<file path="src/rtl/axi_burst_rd.sv">
// AXI4 read burst engine: splits one (address, beat count) command into INCR
// bursts bounded by MAX_BURST and 4 KB pages, forwarding read data zero-latency.
module axi_burst_rd #(
  parameter int ADDR_W    = 30,
  parameter int DATA_W    = 256,
  parameter int LEN_W     = 16,
  parameter int MAX_BURST = 16
) (
  input  logic              clk,
  input  logic              rst,
  input  logic              cmd_valid,
  output logic              cmd_ready,
  input  logic [ADDR_W-1:0] cmd_addr,
  input  logic [LEN_W-1:0]  cmd_len,
  output logic              out_valid,
  input  logic              out_ready,
  output logic [DATA_W-1:0] out_data,
  output logic              done,
  output logic              error,
  output logic              m_axi_arid,
  output logic [ADDR_W-1:0] m_axi_araddr,
  output logic [7:0]        m_axi_arlen,
  output logic [2:0]        m_axi_arsize,
  output logic [1:0]        m_axi_arburst,
  output logic              m_axi_arlock,
  output logic [3:0]        m_axi_arcache,
  output logic [2:0]        m_axi_arprot,
  output logic [3:0]        m_axi_arqos,
  output logic              m_axi_arvalid,
  input  logic              m_axi_arready,
  input  logic [DATA_W-1:0] m_axi_rdata,
  input  logic [1:0]        m_axi_rresp,
  input  logic              m_axi_rlast,
  input  logic              m_axi_rvalid,
  output logic              m_axi_rready
);

  localparam int BYTES = DATA_W / 8;
  localparam int OFFS  = $clog2(BYTES);

  typedef enum logic [1:0] {IDLE, ADDR, DATA} state_t;

  state_t            state_q;
  logic [ADDR_W-1:0] addr_q;
  logic [ADDR_W-1:0] araddr_q;
  logic [LEN_W-1:0]  rem_q;
  logic [8:0]        blen_q;
  logic [8:0]        beat_q;
  logic [7:0]        arlen_q;
  logic              done_q;
  logic              error_q;

  logic [ADDR_W-1:0] alignedAddr_d;
  logic [ADDR_W-1:0] advAddr_d;
  logic [LEN_W-1:0]  remNext_d;
  logic [8:0]        blenNext_d;
  logic              rxFire;
  logic              lastBeat;

  // Beats allowed in a burst starting at page offset 'off' with 'r' beats left.
  function automatic logic [8:0] calcBlen(input logic [11:0] off, input logic [LEN_W-1:0] r);
    int unsigned toBound;
    int unsigned b;
    toBound = (32'd4096 - 32'(off)) >> OFFS;
    b = 32'(MAX_BURST);
    if (toBound < b) b = toBound;
    if (32'(r) < b) b = 32'(r);
    return 9'(b);
  endfunction

  always_comb begin
    alignedAddr_d = cmd_addr & ~ADDR_W'(BYTES - 1);
    advAddr_d     = addr_q + (ADDR_W'(blen_q) << OFFS);
    remNext_d     = rem_q - LEN_W'(1);
    if (state_q == IDLE) blenNext_d = calcBlen(alignedAddr_d[11:0], cmd_len);
    else                 blenNext_d = calcBlen(advAddr_d[11:0], remNext_d);
    rxFire   = (state_q == DATA) && m_axi_rvalid && out_ready;
    lastBeat = (beat_q == blen_q - 9'd1);
  end

  always_ff @(posedge clk or negedge rst) begin
    if (!rst) begin
      state_q  <= IDLE;
      addr_q   <= '0;
      araddr_q <= '0;
      rem_q    <= '0;
      blen_q   <= '0;
      beat_q   <= '0;
      arlen_q  <= '0;
      done_q   <= 1'b0;
      error_q  <= 1'b0;
    end else begin
      done_q <= 1'b0;
      case (state_q)
        IDLE: begin
          if (cmd_valid) begin
            addr_q  <= alignedAddr_d;
            rem_q   <= cmd_len;
            error_q <= 1'b0;
            if (cmd_len == '0) begin
              done_q <= 1'b1;
            end else begin
              state_q  <= ADDR;
              blen_q   <= blenNext_d;
              araddr_q <= alignedAddr_d;
              arlen_q  <= 8'(blenNext_d - 9'd1);
            end
          end
        end
        ADDR: begin
          if (m_axi_arready) begin
            state_q <= DATA;
            beat_q  <= '0;
          end
        end
        DATA: begin
          if (rxFire) begin
            beat_q <= beat_q + 9'd1;
            rem_q  <= remNext_d;
            // Bad response or rlast out of place is flagged; termination stays counter-based.
            if ((m_axi_rresp != 2'b00) || (m_axi_rlast != lastBeat)) error_q <= 1'b1;
            if (lastBeat) begin
              addr_q <= advAddr_d;
              if (remNext_d == '0) begin
                done_q  <= 1'b1;
                state_q <= IDLE;
              end else begin
                state_q  <= ADDR;
                blen_q   <= blenNext_d;
                araddr_q <= advAddr_d;
                arlen_q  <= 8'(blenNext_d - 9'd1);
              end
            end
          end
        end
        default: state_q <= IDLE;
      endcase
    end
  end

  assign cmd_ready     = rst && (state_q == IDLE);
  assign done          = done_q;
  assign error         = error_q;
  assign out_valid     = (state_q == DATA) && m_axi_rvalid;
  assign m_axi_rready  = (state_q == DATA) && out_ready;
  assign out_data      = m_axi_rdata;
  assign m_axi_arvalid = (state_q == ADDR);
  assign m_axi_araddr  = araddr_q;
  assign m_axi_arlen   = arlen_q;
  assign m_axi_arid    = 1'b0;
  assign m_axi_arsize  = 3'(OFFS);
  assign m_axi_arburst = 2'b01;
  assign m_axi_arlock  = 1'b0;
  assign m_axi_arcache = 4'b0011;
  assign m_axi_arprot  = 3'b000;
  assign m_axi_arqos   = 4'b0000;

endmodule

</file>
<file path="config.mk">
export PLATFORM = sky130hd
export DESIGN_NAME = axi_burst_rd
export DESIGN_NICKNAME = d
export VERILOG_FILES = /design/src/rtl/axi_burst_rd.sv
export SDC_FILE = /design/constraint.sdc
export NUM_CORES = 1
export LEC_CHECK = 0
export ABC_AREA = 1
export CAP_MARGIN = 30
export CORE_AREA = 4 4 240 242
export CTS_CLUSTER_SIZE = 14
export DETAILED_ROUTE_END_ITERATION = 12
export DIE_AREA = 0 0 244 246
export HOLD_SLACK_MARGIN = 0.05
export SYNTH_ARGS = -nofsm -noshare
export SYNTH_HDL_FRONTEND = slang
export SYNTH_SLANG_ARGS = --single-unit
</file>
<file path="constraint.sdc">
create_clock -name clk -period 3.2 [get_ports clk]
set_input_delay 0.64 -clock clk [delete_from_list [all_inputs] [get_ports clk]]
set_output_delay 0.64 -clock clk [all_outputs]
set_load 0.05 [all_outputs]
</file>
==> flow_summary.toml <==
[clock_tree]
cts.sinks = 106
cts_root_buffer = "clkbuf_16"
clk_path_buf_depth = 2
path_clk_slew_ns = 0.09
cts_made_buffers = 9
h-tree-depth = 3
clock_latency_ns = 0.36
cts_tree = "built"

[synth]
synth_area_leaders = "dfrtp_1 (30%), buf_4 (23%), nand2_1 (13%)"
synth_most_common_cell = "nand2_1"
synthFlopType = "dfrtp_1"
synth_common_cells = "nand2_1 (298), buf_4 (275), dfrtp_1 (106)"
async_flop_share = 1.000
yosys_warnings = 0
syn_area_per_cell_um2 = 7.328
netlist.top_cell.by_area = "dfrtp_1"
syn_inst = 1215
synth-seq-area-share = 0.2979
ys_types = 50
ys_ff_latch = 106
synth_enable_flop_cells = 0
netlist.area_leader.share = 0.2979
synthesis.area_um2 = 8904

[pwr]
power_frac_comb = 0.684
power.density_nw_per_um2 = 1111
p_sw_frac = 0.5075
clock_power_share = 0.108
p_leak_nw = 4.605
ir_worst_vdd_mv = 0.3755
pwr-share-seq = 0.208
intPower_mw = 5.594
fin_total_pwr_mw = 11.36
p_switching_mw = 5.765

[die]
rows = 86
initial_core_util = 0.1616
die-area_um2 = 60020
chipWidth_um = 244
io_pins = 629
die_h_um = 246
coreArea_um2 = 55090

[run_status]
violations = "setup timing"
status = "finished, violations left"

[route]
wire_per_inst_um = 16.20
num_vias = 7302
vias_per_cell = 3.843
drt-total-wl_mm = 30.78
drt_iter0_drc = 405
drc = 0
drtPass1Iterations = 5
antenna_left = 0

[global_routing]
grt_pass1_wl_mm = 45.07
track_usage = 0.09835
antenna_found_initial = 2
grt_pass1_vias = 7376
grt_max_degree = 107
overflow = 0

[placed_design]
place.detailed.hpwl_mm = 24.09
io_buffers = 93
place.gp.congestion = 0.8812

[layout]
area_growth_syn_to_layout_pct = 14.87
drive_gt1_frac = 0.1979
layout.nets = 1487
diodes = 0

[setup_path]
worstSetupEndpointType = "register"
path_class = "register to register"
required_ns = 3.46
cp_max_fo = 5
critical_path.startpoint_type = "register"
crit_arrival_ns = 3.86

[sta]
min_period_ns = 3.604
layout_setup_ws_ns = -0.4043
final-setup-viol-count = 15
fin_crit_sh = 1.126
max_freq_mhz = 277.5
worstMarginPinSlew_ns = 0.6775
fin_setup_tns_ns = -4.057
drv_slew = 0
final.setup_skew_ns = 0.01430
rsz0062_at_grt = "yes"
finalHoldViolations = 0
slew_headroom = 0.5469

[hold_path]
hp-class = "primary input to async pin"

[run]
drv_cap = 0
-- cells in the final DEF, fill, tap and decap left out, drive strengths merged, types with 4 or more instances in the layout --
cell and instances:
a21oi 21, a31oi 12, buf 112, clkbuf 9, clkdlybuf4s50 88, conb 23
dfrtp 106, ha 28, inv 106, nand2 303, nand3 54, nand4 13
nor2 111, nor3 15, nor4 4, o211ai 11, o21ai 57, o22ai 4
o31ai 9, xnor2 6, xor2 36
-- stage by stage --
stage / std cells / hold WS, ns / setup WS (ns) / util / area [µm²]
2_1_floorplan: 1236 / 0.3444 / -0.1571 / - / 8992
3_3_place_gp: 1871 / 0.4579 / -0.6878 / 0.1712 / 9434
3_5_place_dp: 1871 / 0.4619 / -0.7016 / 0.1712 / 9434
4_1_cts: 1892 / 0.4148 / -0.2672 / 0.1798 / 9905
5_1_grt: 1900 / 0.4213 / -0.6289 / 0.1856 / 10230
6_report: 1900 / 0.3534 / -0.4043 / 0.1856 / 10230
-- flip-flops by register name, summed over array words and instances (netlist names) --
name	count
error	1
beat_q	9
m_axi_arlen	8
rem_q	16
done	1
m_axi_araddr	30
addr_q	30
blen_q	9
state_q	2
-- cells by family after synthesis --
logic type      count (synthesis)  share of synthesized area
xor+xnor                       42                    0.04216
simple gates                  506                     0.2418
other cells                     2                  0.0008435
flops                         106                     0.2979
mux                             1                   0.001124
compound gates                124                    0.08418
fa+ha+maj                      29                    0.04160
buf+inv                       405                     0.2903
-- area by class of cell --
type                       instances  area [µm²]
fill                            6255       44870
multi-input combinational        725        4081
sequential                       106        2653
timing repair buffer             201        1836
tap                              748       935.9
inverter                         104       409.1
clock buffer                       9       225.2
clock inverter                     7       87.58
-- critical path: stages, from the launching register on --
cell and delay (ns):
dfrtp_1 0.42, ha_4 0.18, fa_2 0.45, nand3b_1 0.19
nor2_2 0.14, nand3_1 0.09, nand2_1 0.09, nor2_2 0.06
nand2_2 0.09, inv_2 0.06, buf_4 0.13, buf_4 0.13
ha_1 0.17, nand3_1 0.09, nand3_1 0.12, nor2_4 0.23
nand2_4 0.09, nand2_2 0.08, nand3_2 0.06, nand2_2 0.13
ha_4 0.15, inv_2 0.04, nor2_2 0.07, nand4_1 0.10
nand3_1 0.10, nand2_1 0.05
-- what timing repair did --
item	4_1_cts	5_1_grt
setup endpoints to repair	17	68
pin swaps	6	32
setup buffers	5	8
gates resized for setup	35	59
hold buffers	0	0
-- power by group through the flow --
stage               clock network (mW)  logic, mW  registers [mW]
floorplan                            0       4.49            2.97
global placement                     0       6.89            2.33
detailed placement                   0       6.98            2.35
CTS                               1.28       7.33            2.34
global route                      1.32       8.57            2.44
finish                            1.23       7.77            2.36
-- per-layer routing --
metal,vias up,share of wire,GRT usage
li1,3421,-,-
met1,3374,0.40,0.1150
met2,380,0.44,0.1504
met3,121,0.12,0.04996
met4,6,0.038,0.04439
met5,-,0.0023,0.004902
-- path summary, 6_finish.rpt --
kind / startpoint / endpoint / slack (ns) / cells past startpoint
max in group asynchronous: rst / m_axi_araddr[19] / 2.32 / 2
min: rst / rem_q[9] / 0.35 / 2
min reg2reg: m_axi_araddr[10] / m_axi_araddr[10] / 0.47 / 2
max: blen_q[0] / m_axi_arlen[6] / -0.40 / 25
min in group clk: m_axi_araddr[10] / m_axi_araddr[10] / 0.47 / 2
max reg2reg: blen_q[0] / m_axi_arlen[6] / -0.40 / 25
No activity file was read; power rests on OpenSTA's default activity.
